File: src/rtl/switch_led_pkg.sv
// rtl/switch_led_pkg.sv - mode encoding and chase constants for switch_led_controller
package switch_led_pkg;

    typedef enum logic [1:0] {
        MODE_MIRROR = 2'd0,
        MODE_TOGGLE = 2'd1,
        MODE_CHASE  = 2'd2
    } mode_t;

    localparam logic [3:0] CHASE_INIT = 4'b0001;
    localparam logic       DIR_UP     = 1'b0;
    localparam logic       DIR_DOWN   = 1'b1;

    // Bit 0 is LED1; up moves the lit LED toward LED4 and wraps back to LED1.
    function automatic logic [3:0] rotate_pattern(input logic [3:0] pattern, input logic dir);
        return (dir == DIR_UP) ? {pattern[2:0], pattern[3]} : {pattern[0], pattern[3:1]};
    endfunction

endpackage

File: src/rtl/switch_led_controller_debounce.sv
// rtl/switch_led_controller_debounce.sv - two-flop synchronizer plus stability counter for one switch
module switch_debounce #(
    parameter int DEBOUNCE_CYCLES = 250000
) (
    input  logic i_Clk,
    input  logic i_Rst,
    input  logic i_Raw,
    output logic o_Level,
    output logic o_Press
);

    localparam int CNT_W = (DEBOUNCE_CYCLES > 1) ? $clog2(DEBOUNCE_CYCLES) : 1;
    localparam logic [CNT_W-1:0] CNT_LAST = CNT_W'(DEBOUNCE_CYCLES - 1);

    logic             raw_meta;
    logic             raw_sync;
    logic [CNT_W-1:0] count;

    always_ff @(posedge i_Clk or posedge i_Rst) begin
        if (i_Rst) begin
            raw_meta <= 1'b0;
            raw_sync <= 1'b0;
            count    <= '0;
            o_Level  <= 1'b0;
            o_Press  <= 1'b0;
        end else begin
            raw_meta <= i_Raw;
            raw_sync <= raw_meta;
            o_Press  <= 1'b0;
            if (raw_sync == o_Level) begin
                count <= '0;
            end else if (count == CNT_LAST) begin
                // Level follows only after DEBOUNCE_CYCLES consecutive disagreeing samples.
                count   <= '0;
                o_Level <= raw_sync;
                o_Press <= raw_sync;
            end else begin
                count <= count + CNT_W'(1);
            end
        end
    end

endmodule

File: src/rtl/switch_led_controller.sv
// rtl/switch_led_controller.sv - debounced switch mode controller driving four LEDs, optional LED_PWM_EN dimming
module switch_led_controller
    import switch_led_pkg::*;
#(
    parameter int DEBOUNCE_CYCLES = 250000,
    parameter int CHASE_CYCLES    = 6250000
`ifdef LED_PWM_EN
    ,
    parameter int PWM_BITS        = 4,
    parameter int PWM_DUTY        = 8
`endif
) (
    input  logic i_Clk,
    input  logic i_Rst,
    input  logic i_Switch_1,
    input  logic i_Switch_2,
    input  logic i_Switch_3,
    input  logic i_Switch_4,
    output logic o_LED_1,
    output logic o_LED_2,
    output logic o_LED_3,
    output logic o_LED_4
);

    localparam int CHASE_W = (CHASE_CYCLES > 1) ? $clog2(CHASE_CYCLES) : 1;
    localparam logic [CHASE_W-1:0] CHASE_LAST = CHASE_W'(CHASE_CYCLES - 1);

    logic [3:0] raw;
    logic [3:0] level;
    logic [3:0] press;
    logic       unused_level;

    assign raw          = {i_Switch_4, i_Switch_3, i_Switch_2, i_Switch_1};
    assign unused_level = level[3];

    for (genvar i = 0; i < 4; i++) begin : g_debounce
        switch_debounce #(
            .DEBOUNCE_CYCLES(DEBOUNCE_CYCLES)
        ) u_debounce (
            .i_Clk  (i_Clk),
            .i_Rst  (i_Rst),
            .i_Raw  (raw[i]),
            .o_Level(level[i]),
            .o_Press(press[i])
        );
    end

    mode_t              mode, mode_next;
    logic [2:0]         latch, latch_next;
    logic [3:0]         pattern, pattern_next;
    logic               dir, dir_next;
    logic               paused, paused_next;
    logic [CHASE_W-1:0] step_cnt, step_cnt_next;
    logic               step_tick;
    logic [3:0]         led_next;
    logic [3:0]         led_reg;

    always_ff @(posedge i_Clk or posedge i_Rst) begin
        if (i_Rst) begin
            mode <= MODE_MIRROR;
        end else begin
            mode <= mode_next;
        end
    end

    always_comb begin
        mode_next     = mode;
        latch_next    = latch;
        pattern_next  = pattern;
        dir_next      = dir;
        paused_next   = paused;
        step_cnt_next = step_cnt;
        led_next      = 4'b0000;
        step_tick     = !paused && (step_cnt == CHASE_LAST);
        // A mode advance swallows any switch 1-3 event arriving in the same cycle.
        case (mode)
            MODE_MIRROR: begin
                led_next = {1'b0, level[2:0]};
                if (press[3]) begin
                    mode_next  = MODE_TOGGLE;
                    latch_next = '0;
                end
            end
            MODE_TOGGLE: begin
                led_next = {1'b1, latch};
                if (press[3]) begin
                    mode_next     = MODE_CHASE;
                    pattern_next  = CHASE_INIT;
                    dir_next      = DIR_UP;
                    paused_next   = 1'b0;
                    step_cnt_next = '0;
                end else begin
                    latch_next = latch ^ press[2:0];
                end
            end
            MODE_CHASE: begin
                led_next = pattern;
                if (press[3]) begin
                    mode_next = MODE_MIRROR;
                end else begin
                    if (!paused) begin
                        step_cnt_next = step_tick ? '0 : step_cnt + CHASE_W'(1);
                    end
                    if (step_tick) begin
                        pattern_next = rotate_pattern(pattern, dir);
                    end
                    if (press[0]) begin
                        dir_next = ~dir;
                    end
                    if (press[1]) begin
                        paused_next = ~paused;
                    end
                end
            end
            default: begin
                mode_next = MODE_MIRROR;
            end
        endcase
    end

    always_ff @(posedge i_Clk or posedge i_Rst) begin
        if (i_Rst) begin
            latch    <= '0;
            pattern  <= '0;
            dir      <= DIR_UP;
            paused   <= 1'b0;
            step_cnt <= '0;
            led_reg  <= '0;
        end else begin
            latch    <= latch_next;
            pattern  <= pattern_next;
            dir      <= dir_next;
            paused   <= paused_next;
            step_cnt <= step_cnt_next;
            led_reg  <= led_next;
        end
    end

    logic [3:0] led_out;

`ifdef LED_PWM_EN
    logic [PWM_BITS-1:0] pwm_count;
    logic                pwm_on;

    always_ff @(posedge i_Clk or posedge i_Rst) begin
        if (i_Rst) begin
            pwm_count <= '0;
        end else begin
            pwm_count <= pwm_count + PWM_BITS'(1);
        end
    end

    assign pwm_on  = (32'(pwm_count) < 32'(PWM_DUTY));
    assign led_out = led_reg & {4{pwm_on}};
`else
    assign led_out = led_reg;
`endif

    assign o_LED_1 = led_out[0];
    assign o_LED_2 = led_out[1];
    assign o_LED_3 = led_out[2];
    assign o_LED_4 = led_out[3];

endmodule
File: config.mk
export PLATFORM = sky130hd
export DESIGN_NAME = switch_led_controller
export DESIGN_NICKNAME = d
export VERILOG_FILES = /design/src/rtl/switch_led_pkg.sv /design/src/rtl/switch_led_controller_debounce.sv /design/src/rtl/switch_led_controller.sv
export SDC_FILE = /design/constraint.sdc
export NUM_CORES = 1
export LEC_CHECK = 0
export BUFFER_PORTS_ARGS = -buffer_cell sky130_fd_sc_hd__buf_4
export CORE_UTILIZATION = 40
export DETAILED_ROUTE_END_ITERATION = 7
export PLACE_DENSITY = 0.54
export SYNTH_ARGS = -nofsm -noshare
export SYNTH_HDL_FRONTEND = slang
export SYNTH_SLANG_ARGS = --single-unit
File: constraint.sdc
create_clock -name i_Clk -period 7.65 [get_ports i_Clk]
set_clock_uncertainty 0.15 [all_clocks]
set_input_delay 1.1475 -clock i_Clk [delete_from_list [all_inputs] [get_ports i_Clk]]
set_output_delay 1.1475 -clock i_Clk [all_outputs]
set_load 0.005 [all_outputs]
## After elaboration in Yosys (flattened, before gate mapping)

Cells that the tools add are included.

- Register bits after elaboration: 126
- Input bits: 6
- Output and inout port bits: 4
- Logic and storage cells: 115

- Add/sub/neg operators: 5
- Eq/ne operators: 20
- Muxes and demuxes: 41
- Bitwise operators: 7
- Reduce and logical (&&, ||, !) cells: 15

Operator list:

| operator | count |
|---|---|
| $mux 18 | 8 |
| $mux 23 | 4 |
| $add 18x1->18 const B | 4 |
| $eq 18x18->1 const B | 4 |
| $pmux 23 s2 | 1 |
| $add 23x1->23 const B | 1 |
| $eq 23x23->1 const B | 1 |
| $mux 4 | 4 |
| $reduce_and 4->1 | 4 |
| $mux 1 | 13 |
| $pmux 4 s3 | 1 |
| $ne 2x1->1 const B | 5 |
| $ne 2x2->1 const B | 4 |
| $pmux 4 s2 | 1 |
| $reduce_and 2->1 | 4 |
| $mux 2 | 3 |
| $mux 3 | 2 |
| $not 1->1 | 6 |
| $pmux 2 s3 | 1 |
| $pmux 3 s2 | 1 |
| $reduce_and 3->1 | 2 |
| $eq 1x1->1 | 4 |
| $pmux 1 s2 | 2 |
| $reduce_bool 2->1 | 2 |
| other kinds (6) | 6 |

## Logic depth before layout (Yosys ltp)

Gate-level depths: netlist (run 1).

- Word-level depth: 6
- Mapped depth: 7

## Hierarchy

A second synthesis (run 1) with hierarchy kept.

- Cells, all modules: 605
- Area, all modules: 6278.5 µm²

Modules (own cells, without submodules):

| module | times used | cells each | area each (µm²) |
|---|---|---|---|
| switch_debounce | 4 | 99 | 1047.3 |
| switch_led_controller | 1 | 209 | 2089.5 |

## Worst setup path after synthesis (run 1)

Ideal clock, no wire load.

- Path type: reg-to-reg
- From: register mode[0]
- To: register step_cnt[8]
- Library setup time: 0.132 ns
- Arrival: 1.918 ns
- Required time: 7.368 ns
- Setup slack: 5.451 ns
- Cell stages (with the launch flop): 7
- Clock period less this slack: 2.199 ns
- Cell sequence: dfrtp_1 -> buf_6 -> or4b_4 -> and2_4 -> or4b_1 -> xor2_1 -> nor2_1

- Longest elaborated chain between the ends: 3
- Elaborated cells between the ends (all ways): 8
- Those cells by class: eq/ne: 5; mux: 1; reduce/logical: 2

RTL lines:

| item | RTL line | source |
|---|---|---|
| start, declared | switch_led_controller.sv:48 | `mode_t mode, mode_next;` |
| start signal, assigned | switch_led_controller.sv:62 | `mode <= mode_next;` |
| $eq 2x2->1 or $eq 2x1->1 (tied branches) | switch_led_controller.sv:76 | `case (mode)` |
| $ne 2x2->1 (no line), or another cell as far along | - |  |
| $reduce_and 4->1 (no line) | - |  |
| end signal, assigned | switch_led_controller.sv:134 | `step_cnt <= step_cnt_next;` |
| end, declared | switch_led_controller.sv:53 | `logic [CHASE_W-1:0] step_cnt, step_cnt_next;` |

Parallel ways exist; a longest one is shown, timed or not.
A chain may end at the register's enable or synchronous reset.

## Worst setup path after layout (run 1)

- From: register mode[0]
- To: register pattern[1]

- Longest elaborated chain between the ends: 3
- Elaborated cells between the ends (all ways): 8
- Those cells by class: eq/ne: 5; mux: 1; reduce/logical: 2

RTL lines:

| item | RTL line | source |
|---|---|---|
| $eq 2x2->1 or $eq 2x1->1 (tied branches) | switch_led_controller.sv:76 |  |
| $ne 2x2->1 (no line), or another cell as far along | - |  |
| $reduce_and 4->1 (no line) | - |  |
| end signal, assigned | switch_led_controller.sv:131 | `pattern <= pattern_next;` |
| end, declared | switch_led_controller.sv:50 | `logic [3:0] pattern, pattern_next;` |

Parallel ways exist; a longest one is shown, timed or not.

==> metrics.yaml, run 1 <==
cells_and_area:
  utilization_pct: 47.24
  seqCellArea_mm2: 0.003153
  antenna_cells: 0
  drive_gt1_share_pct: 9.335
  final_cell_area_mm2: 0.006892
  layout.nets: 630
  n_fill_cell: 1361
  multi_input_area_mm2: 0.002730
  areaGrowthSynthToFinish_pct: 15.21
  layoutNonFillerInstCount: 816
clock_network:
  ctsHoldBuffers: 0
  cts_buffers: 17
  clk_latency_ps: 410
  cts_buffer_depth: 2
  cts_max_level: 4
  clock-sinks: 126
  postCtsResizedCells: 0
  post_cts_buffers: 0
  clockRootBuffer: "clkbuf_16"
  path_clk_slew_ps: 60
  cts_tree: "yes"
routing:
  drt_iter0_markers: 207
  drt_pre_antenna_iters: 5
  avgViaCountPerCell: 5.260
  drt_wl_total_mm: 11.38
  vias: 4292
  wl_per_cell_um: 13.94
  ant_nets: 0
  drc_errors: 0
synthesis:
  yosysTopAreaCellShare_pct: 52.71
  yosysMostFrequentCell: "dfrtp_1"
  synth_seq_area_share_pct: 52.71
  synth_area_per_cell_um2: 9.920
  synth_flop_cell: "dfrtp_1"
  syn_area_mm2: 0.005982
  yosysWarningCount: 0
  synth_fp_nets: 614
  syn_inst: 603
  synth_top_area_cell: "dfrtp_1"
  synth-seq-cells: 126
  ys_types: 46
  yosys-top-cells-count: "126 x dfrtp_1, 118 x nor2_1, 50 x nand2_1"
  ys_async_sr_fraction_pct: 100.0
  synth.area.top_cells: "dfrtp_1 53%, nor2_1 7.4%, xnor2_1 6.6%"
  synth-edff-count: 0
sta:
  slew_headroom_pct: 40.71
  setup_tns_ps: 0
  rsz0062_at_grt: "no"
  max_clock_freq_mhz: 360.1
  fin_crit_sh_pct: 36.30
  worstMarginPinSlew_ps: 886.1
  hold_violations: 0
  period_needed_ps: 2777
  drv_slew: 0
  setup_violations: 0
grt:
  grt_pass1_vias: 4308
  grt_overflow_total: 0
  grt_pass1_wl_mm: 20.61
  antenna_found_initial: 0
  grt_start_max_net_pins: 69
  track_usage_pct: 16.39
outcome:
  status: "completed"
placement:
  gp_congestion: 0.7893
  place_hpwl_mm: 7.661
  placedCellCount: 784
  io_buffers: 9
  dpl_cell_area_mm2: 0.006232
setup_path:
  path_max_fanout: 18
  startpoint_type: "flop"
  rr_worst_depth: 5
  critical_path_class: "flop to flop"
  cp.required_ps: 7830
  endpoint_kind: "flop"
  worst-endpoint-arrival_ps: 2950
worst_hold_path:
  hp-class: "flop to flop"
  min_path_cells: 0
power_and_ir_drop:
  ir_drop_mv: 0.1705
  powerDensity_mw_per_mm2: 232.7
  leakage_nw: 2.859
  finalPower_mw: 1.604
floorplanning:
  die-height_um: 124.3
  ios: 10
  die_w_um: 124.3
  start_util_pct: 41.00
  dieArea_mm2: 0.01545
  rows: 44
  coreArea_mm2: 0.01459
flow_run:
  drv_cap: 0
==> layout by cell type (no fill, tap or decap), types with 3 or more instances in the layout <==
cell type	n
or4_1	4
nor4_1	13
inv_6	5
nor4b_1	8
a21oi_1	11
nand4_1	16
nand3b_1	7
a311oi_1	4
nor3_1	14
clkbuf_16	17
and3_1	10
clkinvlp_4	3
a31oi_1	3
inv_1	10
xor2_1	37
nor3b_1	6
nand3_1	46
mux2i_1	7
xnor2_1	45
or3_1	3
dfrtp_1	126
mux2_2	9
nand2_1	50
nor2_1	118
buf_4	10
o21ai_0	11
nor2b_1	4
bufinv_16	5
ha_1	5
nand2b_1	3
==> logic make-up after synthesis <==
logic type | count (synthesis) | synth area share (%)
fa+ha+maj | 5 | 1.046
mux | 16 | 2.866
simple gates | 310 | 25.29
xor+xnor | 82 | 12.01
flops | 126 | 52.71
compound gates | 40 | 4.434
buf+inv | 24 | 1.652
==> final timing paths <==
kind,slack (ps),endpoint,from
hold reg to reg,200,g_debounce[1].u_debounce.raw_sync$_DFF_PP0_,g_debounce[1].u_debounce.raw_meta$_DFF_PP0_
min in group asynchronous,750,g_debounce[3].u_debounce.raw_meta$_DFF_PP0_,i_Rst
max in group asynchronous,5360,g_debounce[2].u_debounce.count[11]$_DFF_PP0_,i_Rst
hold / removal,200,g_debounce[1].u_debounce.raw_sync$_DFF_PP0_,g_debounce[1].u_debounce.raw_meta$_DFF_PP0_
setup / recovery,4870,pattern[1]$_DFFE_PP0P_,mode[0]$_DFFE_PP0P_
setup reg to reg,4870,pattern[1]$_DFFE_PP0P_,mode[0]$_DFFE_PP0P_
==> final cells by class <==
cell class	count	share of cell area, %
clock buffers	17	6.173
clock inverters	15	3.395
inverters	11	0.6354
multi-input cells	453	39.62
flip-flops and latches	126	45.75
well taps	184	3.341
repair buffers	10	1.089
==> worst max-delay path, cell delays in order (launching register included) <==
cell,delay [ps]
dfrtp_1,710
nand3b_1,580
nand2_1,390
nand2b_1,240
nor2_1,380
mux2i_1,230
==> layer usage <==
| layer | wire (µm) | track usage, % | vias up |
|---|---|---|---|
| li1 | - | - | 2112 |
| met1 | 5675 | 22.20 | 2132 |
| met2 | 5384 | 24.73 | 40 |
| met3 | 210 | 4.038 | 8 |
| met4 | 105 | 7.512 | 0 |
| met5 | 0 | 0 | - |
==> sequential cells by signal (all words and copies together) (netlist names) <==
signal and count:
paused 1, g_debounce.u_debounce.raw_meta 4, g_debounce.u_debounce.o_Press 4, latch 3
g_debounce.u_debounce.raw_sync 4, g_debounce.u_debounce.o_Level 4, g_debounce.u_debounce.count 72, mode 2
dir 1, step_cnt 23, pattern 4, led_out 4
==> where the power goes <==
group | switching [mW] | internal, mW
sequential | 0.00646 | 0.674
clock | 0.308 | 0.584
combinational | 0.0231 | 0.00786
total | 0.338 | 1.27
==> stage by stage <==
step | setup slack, ps | hold slack (ps)
floorplan | 2997 | 181.2
global route | 4581 | 208.1
CTS | 4840 | 198.8
global placement | 4822 | 181.1
finish | 4873 | 196.6
detailed placement | 4800 | 184.7
Note: power is estimated with default switching activity, not from simulation.
==> inputs of run 2 (changes only) <==
- ABC_AREA: not set -> 1
- clock period: 7.65 -> 2.6 ns (I/O delays scaled with it)
==> run 2 against run 1 <==
  * Clock power increased to 2.7 times the previous value
  * Non-clock buffer count increased by 8
  * Worst setup slack got worse by 4300 ps
  * Sequential cell count unchanged
  * Die area increased by 15%
  * Total power rose to 2.8 times the previous value
  * Sequential power grew to 2.9 times the previous value
  * Sequential share of layout area shrank 5.8 points
  * Maximum frequency rose by 34%
  * Largest power group unchanged
==> metrics.yaml, run 2 <==
outcome:
  status: "completed"
synthesis:
  synth_top_area_cell: "dfrtp_1"
  syn_inst: 927
  syn_area_mm2: 0.006912
  ys_types: 35
  synth_fp_nets: 938
  synth-edff-count: 0
  ys_async_sr_fraction_pct: 100.0
  synth_flop_cell: "dfrtp_1"
  yosysTopAreaCellShare_pct: 45.62
  synth_area_per_cell_um2: 7.456
  yosysMostFrequentCell: "nand2_1"
  synth.area.top_cells: "dfrtp_1 46%, nand2_1 12%, nor2_1 9.2%"
  synth-seq-cells: 126
  yosys-top-cells-count: "213 x nand2_1, 170 x nor2_1, 134 x inv_1"
  synth_seq_area_share_pct: 45.62
  yosysWarningCount: 0
grt:
  grt_overflow_total: 0
  antenna_found_initial: 0
  track_usage_pct: 18.22
  grt_start_max_net_pins: 68
  grt_pass1_wl_mm: 26.06
  grt_pass1_vias: 5531
cells_and_area:
  areaGrowthSynthToFinish_pct: 14.21
  largest_reg_flops: 72
  layout.nets: 968
  final_cell_area_mm2: 0.007894
  layout_common_cells: "213 x nand2_1, 170 x nor2_1, 133 x inv_1"
  antenna_cells: 0
  final_common_cell: "nand2_1"
  drive_gt1_share_pct: 7.320
  top_register: "g_debounce.u_debounce.count"
  top_regs: "g_debounce.u_debounce.count x72, step_cnt x23"
setup_path:
  crit_chain: "ha_1 > nand2_1 > nor2_1 > nand3_1 > nor2_1 > nand2_1 > nand2_1 > inv_1 > nand2_1 > nor2_1"
  worst_path_max_delay_cell: "dfrtp_1"
  cpPeakStageDelay_ps: 400
  cp.required_ps: 2760
  path_max_fanout: 12
  cp_common_cell: "nand2_1"
  path_buf_inv: 1
  endpoint_kind: "flop"
  startpoint_type: "flop"
  critical_path_class: "flop to flop"
  critical-path-top-delay-family: "simple AND/OR/NAND/NOR gates"
  worst-endpoint-arrival_ps: 2240
floorplanning:
  start_util_pct: 41.38
  ios: 10
  die_w_um: 133.5
  coreArea_mm2: 0.01670
  die-height_um: 133.5
  dieArea_mm2: 0.01781
  rows: 47
power_and_ir_drop:
  leakage_nw: 3.463
  powerDensity_mw_per_mm2: 568.0
  clockPowerShare_pct: 52.8
  pwr-share-seq_pct: 44.6
  p_int_mw: 3.448
  power_frac_comb_pct: 2.6
  p_sw_share_pct: 23.11
  ir_drop_mv: 0.4332
  p_switching_mw: 1.036
clock_network:
  cts_max_level: 4
  clk_latency_ps: 420
  cts_buffers: 17
  postCtsResizedCells: 0
  cts_tree: "yes"
  ctsHoldBuffers: 5
  clock-sinks: 126
  path_clk_slew_ps: 60
  clockRootBuffer: "clkbuf_16"
  cts_buffer_depth: 2
  post_cts_buffers: 0
routing:
  avgViaCountPerCell: 4.820
  ant_nets: 0
  highest_layer: "met4"
  m1WireLength_mm: 7.715
  drt_wl_total_mm: 14.72
  vias: 5736
  drc_errors: 0
  wl_met3_um: 491
  wl_per_cell_um: 12.37
  drt_iter0_markers: 459
  drt_pre_antenna_iters: 5
  wl_met2_mm: 6.411
worst_hold_path:
  hp-class: "flop to flop"
placement:
  dpl_cell_area_mm2: 0.007256
  io_buffers: 9
  gp_congestion: 0.8629
  place_hpwl_mm: 10.58
sta:
  worstMarginPinSlew_ps: 527.4
  rsz0062_at_grt: "no"
  setup_tns_ps: 0
  setup_violations: 0
  fin_crit_sh_pct: 79.81
  max_clock_freq_mhz: 481.9
  slew_headroom_pct: 64.52
  drv_slew: 0
  hold_violations: 0
  period_needed_ps: 2075
flow_run:
  drv_cap: 0
## run 2: layout make-up
class                           count  area [µm²]
Fill cell                        1699        8807
Multi-Input combinational cell    658        3191
Sequential cell                   126        3153
Inverter                          136       514.2
Clock buffer                       18       429.2
Tap cell                          220       275.3
Timing Repair Buffer               18       172.7
Clock inverter                     14       158.9
## run 2: layer usage
layer,vias up,GRT usage [%]
li1,3019,-
met1,2634,25.91
met2,75,27.75
met3,8,4.528
met4,0,4.419
met5,-,0
## run 2: worst paths after layout
path / startpoint / endpoint / slack, ps / depth (start not counted)
min: g_debounce[1].u_debounce.raw_meta$_DFF_PP0_ / g_debounce[1].u_debounce.raw_sync$_DFF_PP0_ / 200 / 0
max in group asynchronous: i_Rst / led_out[3]$_DFF_PP0_ / 1230 / 4
max: g_debounce[2].u_debounce.count[0]$_DFF_PP0_ / g_debounce[2].u_debounce.count[13]$_DFF_PP0_ / 520 / 10
max reg2reg: g_debounce[2].u_debounce.count[0]$_DFF_PP0_ / g_debounce[2].u_debounce.count[13]$_DFF_PP0_ / 520 / 10
min reg2reg: g_debounce[1].u_debounce.raw_meta$_DFF_PP0_ / g_debounce[1].u_debounce.raw_sync$_DFF_PP0_ / 200 / 0
min in group asynchronous: i_Rst / g_debounce[2].u_debounce.raw_meta$_DFF_PP0_ / 390 / 3
## run 2: cell families after synthesis
| family | Yosys count | share of synthesized area, % |
|---|---|---|
| AO/OA/AOI/OAI | 54 | 4.399 |
| adder cells (fa/ha/maj) | 5 | 0.9051 |
| buffers and inverters | 143 | 8.218 |
| XOR/XNOR | 33 | 4.182 |
| flip-flops | 126 | 45.62 |
| AND/OR/NAND/NOR | 566 | 36.68 |
## run 2: power by group through the flow
| stage | Sequential [mW] | Combinational, mW | Clock [mW] |
|---|---|---|---|
| 6_report | 2.00 | 0.115 | 2.37 |
| 5_1_grt | 2.00 | 0.138 | 2.54 |
| 4_1_cts | 2.00 | 0.121 | 2.44 |
| 3_5_place_dp | 2.04 | 0.115 | 0 |
| 3_3_place_gp | 2.04 | 0.115 | 0 |
| 2_1_floorplan | 2.03 | 0.0746 | 0 |
## run 2: metrics by stage
stage | util (%) | hold slack [ps] | setup slack, ps | instances | power [mW]
floorplan | - | 181.2 | 506.7 | 927 | 2.107
global placement | 43.44 | 183.8 | 639.3 | 1153 | 2.151
detailed placement | 43.44 | 188.7 | 544.4 | 1153 | 2.151
CTS | 47.27 | 203.2 | 530.7 | 1190 | 4.561
global route | 47.27 | 205.2 | 276.3 | 1190 | 4.676
finish | 47.27 | 198.6 | 524.8 | 1190 | 4.484
==> inputs of run 3 (changes only) <==
- PLACE_DENSITY: 0.54 -> 0.56
- clock period: 2.6 -> 1.8 ns (I/O delays scaled with it)
==> run 3 against run 2 <==
  * Sequential cell count unchanged
  * Wire length increased by 3.5%
  * Global-route usage increased by 0.73 points
==> metrics.yaml, run 3 (synthesis gave the netlist of run 2 again) <==
sta:
  hold_violations: 0
  fin_crit_sh_pct: 94.08
  drv_slew: 0
  worstMarginPinSlew_ps: 546.8
  slew_headroom_pct: 63.47
  holdWs_ps: 197.4
  setup_tns_ps: 0
  setup_violations: 0
  setup_ws_ps: 106.6
  max_clock_freq_mhz: 590.5
  period_needed_ps: 1693
floorplanning:
  rows: 47
  die_w_um: 133.5
  coreArea_mm2: 0.01670
  ios: 10
  start_util_pct: 41.38
  dieArea_mm2: 0.01781
  die-height_um: 133.5
routing:
  avgViaCountPerCell: 4.780
  vias: 5855
  wl_per_cell_um: 12.43
  drt_iter0_markers: 402
  drc_errors: 0
  drt_pre_antenna_iters: 6
  drt_wl_total_mm: 15.23
  ant_nets: 0
power_and_ir_drop:
  p_sw_share_pct: 21.09
  p_switching_mw: 1.444
  leakage_nw: 3.677
  pwr-share-seq_pct: 42.2
  powerDensity_mw_per_mm2: 819.4
  power_frac_comb_pct: 3.1
  ir_drop_mv: 0.6648
  clockPowerShare_pct: 54.7
  p_int_mw: 5.403
cells_and_area:
  areaGrowthSynthToFinish_pct: 20.89
  final_common_cell: "nand2_1"
  final_cell_area_mm2: 0.008356
  layout_common_cells: "213 x nand2_1, 160 x nor2_1, 132 x inv_1"
  largest_reg_flops: 72
  seqCellArea_mm2: 0.003157
  drive_gt1_share_pct: 12.54
  antenna_cells: 0
  utilization_pct: 50.03
  top_regs: "g_debounce.u_debounce.count x72, step_cnt x23"
  n_fill_cell: 1625
  multi_input_area_mm2: 0.003291
  layout.nets: 1003
  top_register: "g_debounce.u_debounce.count"
setup_path:
  endpoint_kind: "flop"
  cp.required_ps: 1960
  path_max_fanout: 7
  critical_path_class: "flop to flop"
  worst-endpoint-arrival_ps: 1850
  startpoint_type: "flop"
grt:
  grt_pass1_vias: 5834
  antenna_found_initial: 0
  track_usage_pct: 18.95
  grt_start_max_net_pins: 32
  grt_overflow_total: 0
  grt_pass1_wl_mm: 27.13
clock_network:
  cts_buffer_depth: 2
  path_clk_slew_ps: 60
  clockRootBuffer: "clkbuf_16"
  cts_max_level: 4
  clock-sinks: 126
  clk_latency_ps: 420
  cts_tree: "yes"
  cts_buffers: 17
flow_run:
  drv_cap: 0
placement:
  gp_congestion: 0.8503
  dpl_cell_area_mm2: 0.007541
  place_hpwl_mm: 11.31
  pre_cts_slack_ps: 89.06
  io_buffers: 9
worst_hold_path:
  hp-class: "flop to flop"
outcome:
  status: "completed"
[run 3: cell types whose count changed in the layout (fill, tap and decap cells not counted), sizes merged]
| cell | previous run | this run |
|---|---|---|
| buf | 13 | 48 |
| inv | 140 | 136 |
| bufinv | 2 | 5 |
| clkinv | 3 | 4 |
[run 3: layer usage]
layer	vias up	global-route usage (%)	routed length, µm
li1	3099	-	-
met1	2680	26.46	7839
met2	62	29.17	6830
met3	14	4.148	390
met4	0	6.187	171
met5	-	0	0
[run 3: layout make-up]
type	instances	area share (%)
inverters	136	6.155
well taps	220	3.294
repair buffers	53	5.660
clock buffers	18	5.136
clock inverters	14	2.591
multi-input cells	658	39.38
flip-flops and latches	126	37.78
[run 3: worst max-delay path, stage by stage, from the launching register on]
cell,delay [ps]
dfrtp_1,390
ha_2,220
nand3_2,130
inv_1,90
nand3_1,60
nor2_1,100
nand2_1,110
nand2_4,120
inv_1,100
nand2_1,70
nor2_1,40
[run 3: final timing paths]
kind                       cells after the start                                         from  slack (ps)                                            to
setup / recovery                              10  g_debounce[3].u_debounce.count[0]$_DFF_PP0_         110  g_debounce[3].u_debounce.count[17]$_DFF_PP0_
hold / removal                                 0  g_debounce[2].u_debounce.raw_meta$_DFF_PP0_         200   g_debounce[2].u_debounce.raw_sync$_DFF_PP0_
setup reg to reg                              10  g_debounce[3].u_debounce.count[0]$_DFF_PP0_         110  g_debounce[3].u_debounce.count[17]$_DFF_PP0_
hold reg to reg                                0  g_debounce[2].u_debounce.raw_meta$_DFF_PP0_         200   g_debounce[2].u_debounce.raw_sync$_DFF_PP0_
max in group asynchronous                      4                                        i_Rst         630                       step_cnt[9]$_DFFE_PP0P_
min in group asynchronous                      3                                        i_Rst         320   g_debounce[3].u_debounce.raw_meta$_DFF_PP0_
[run 3: stage by stage]
step	total power, mW	cells
finish	6.847	1225
global route	7.099	1225
CTS	6.941	1223
detailed placement	3.140	1186
global placement	3.139	1186
floorplan	3.043	927
[run 3: power by group through the flow]
stage,combinational [mW],sequential [mW],clock [mW]
2_1_floorplan,0.108,2.94,0
3_3_place_gp,0.201,2.94,0
3_5_place_dp,0.201,2.94,0
4_1_cts,0.210,2.89,3.84
5_1_grt,0.242,2.89,3.97
6_report,0.211,2.89,3.75
[run 3: timing repair]
| item | in CTS | in global routing |
|---|---|---|
| hold endpoints to repair | 20 | 0 |
| buffers inserted | 0 | 2 |
| gates resized for setup | 0 | 29 |
| hold buffers | 5 | 0 |
| endpoints found under the setup margin | 0 | 50 |
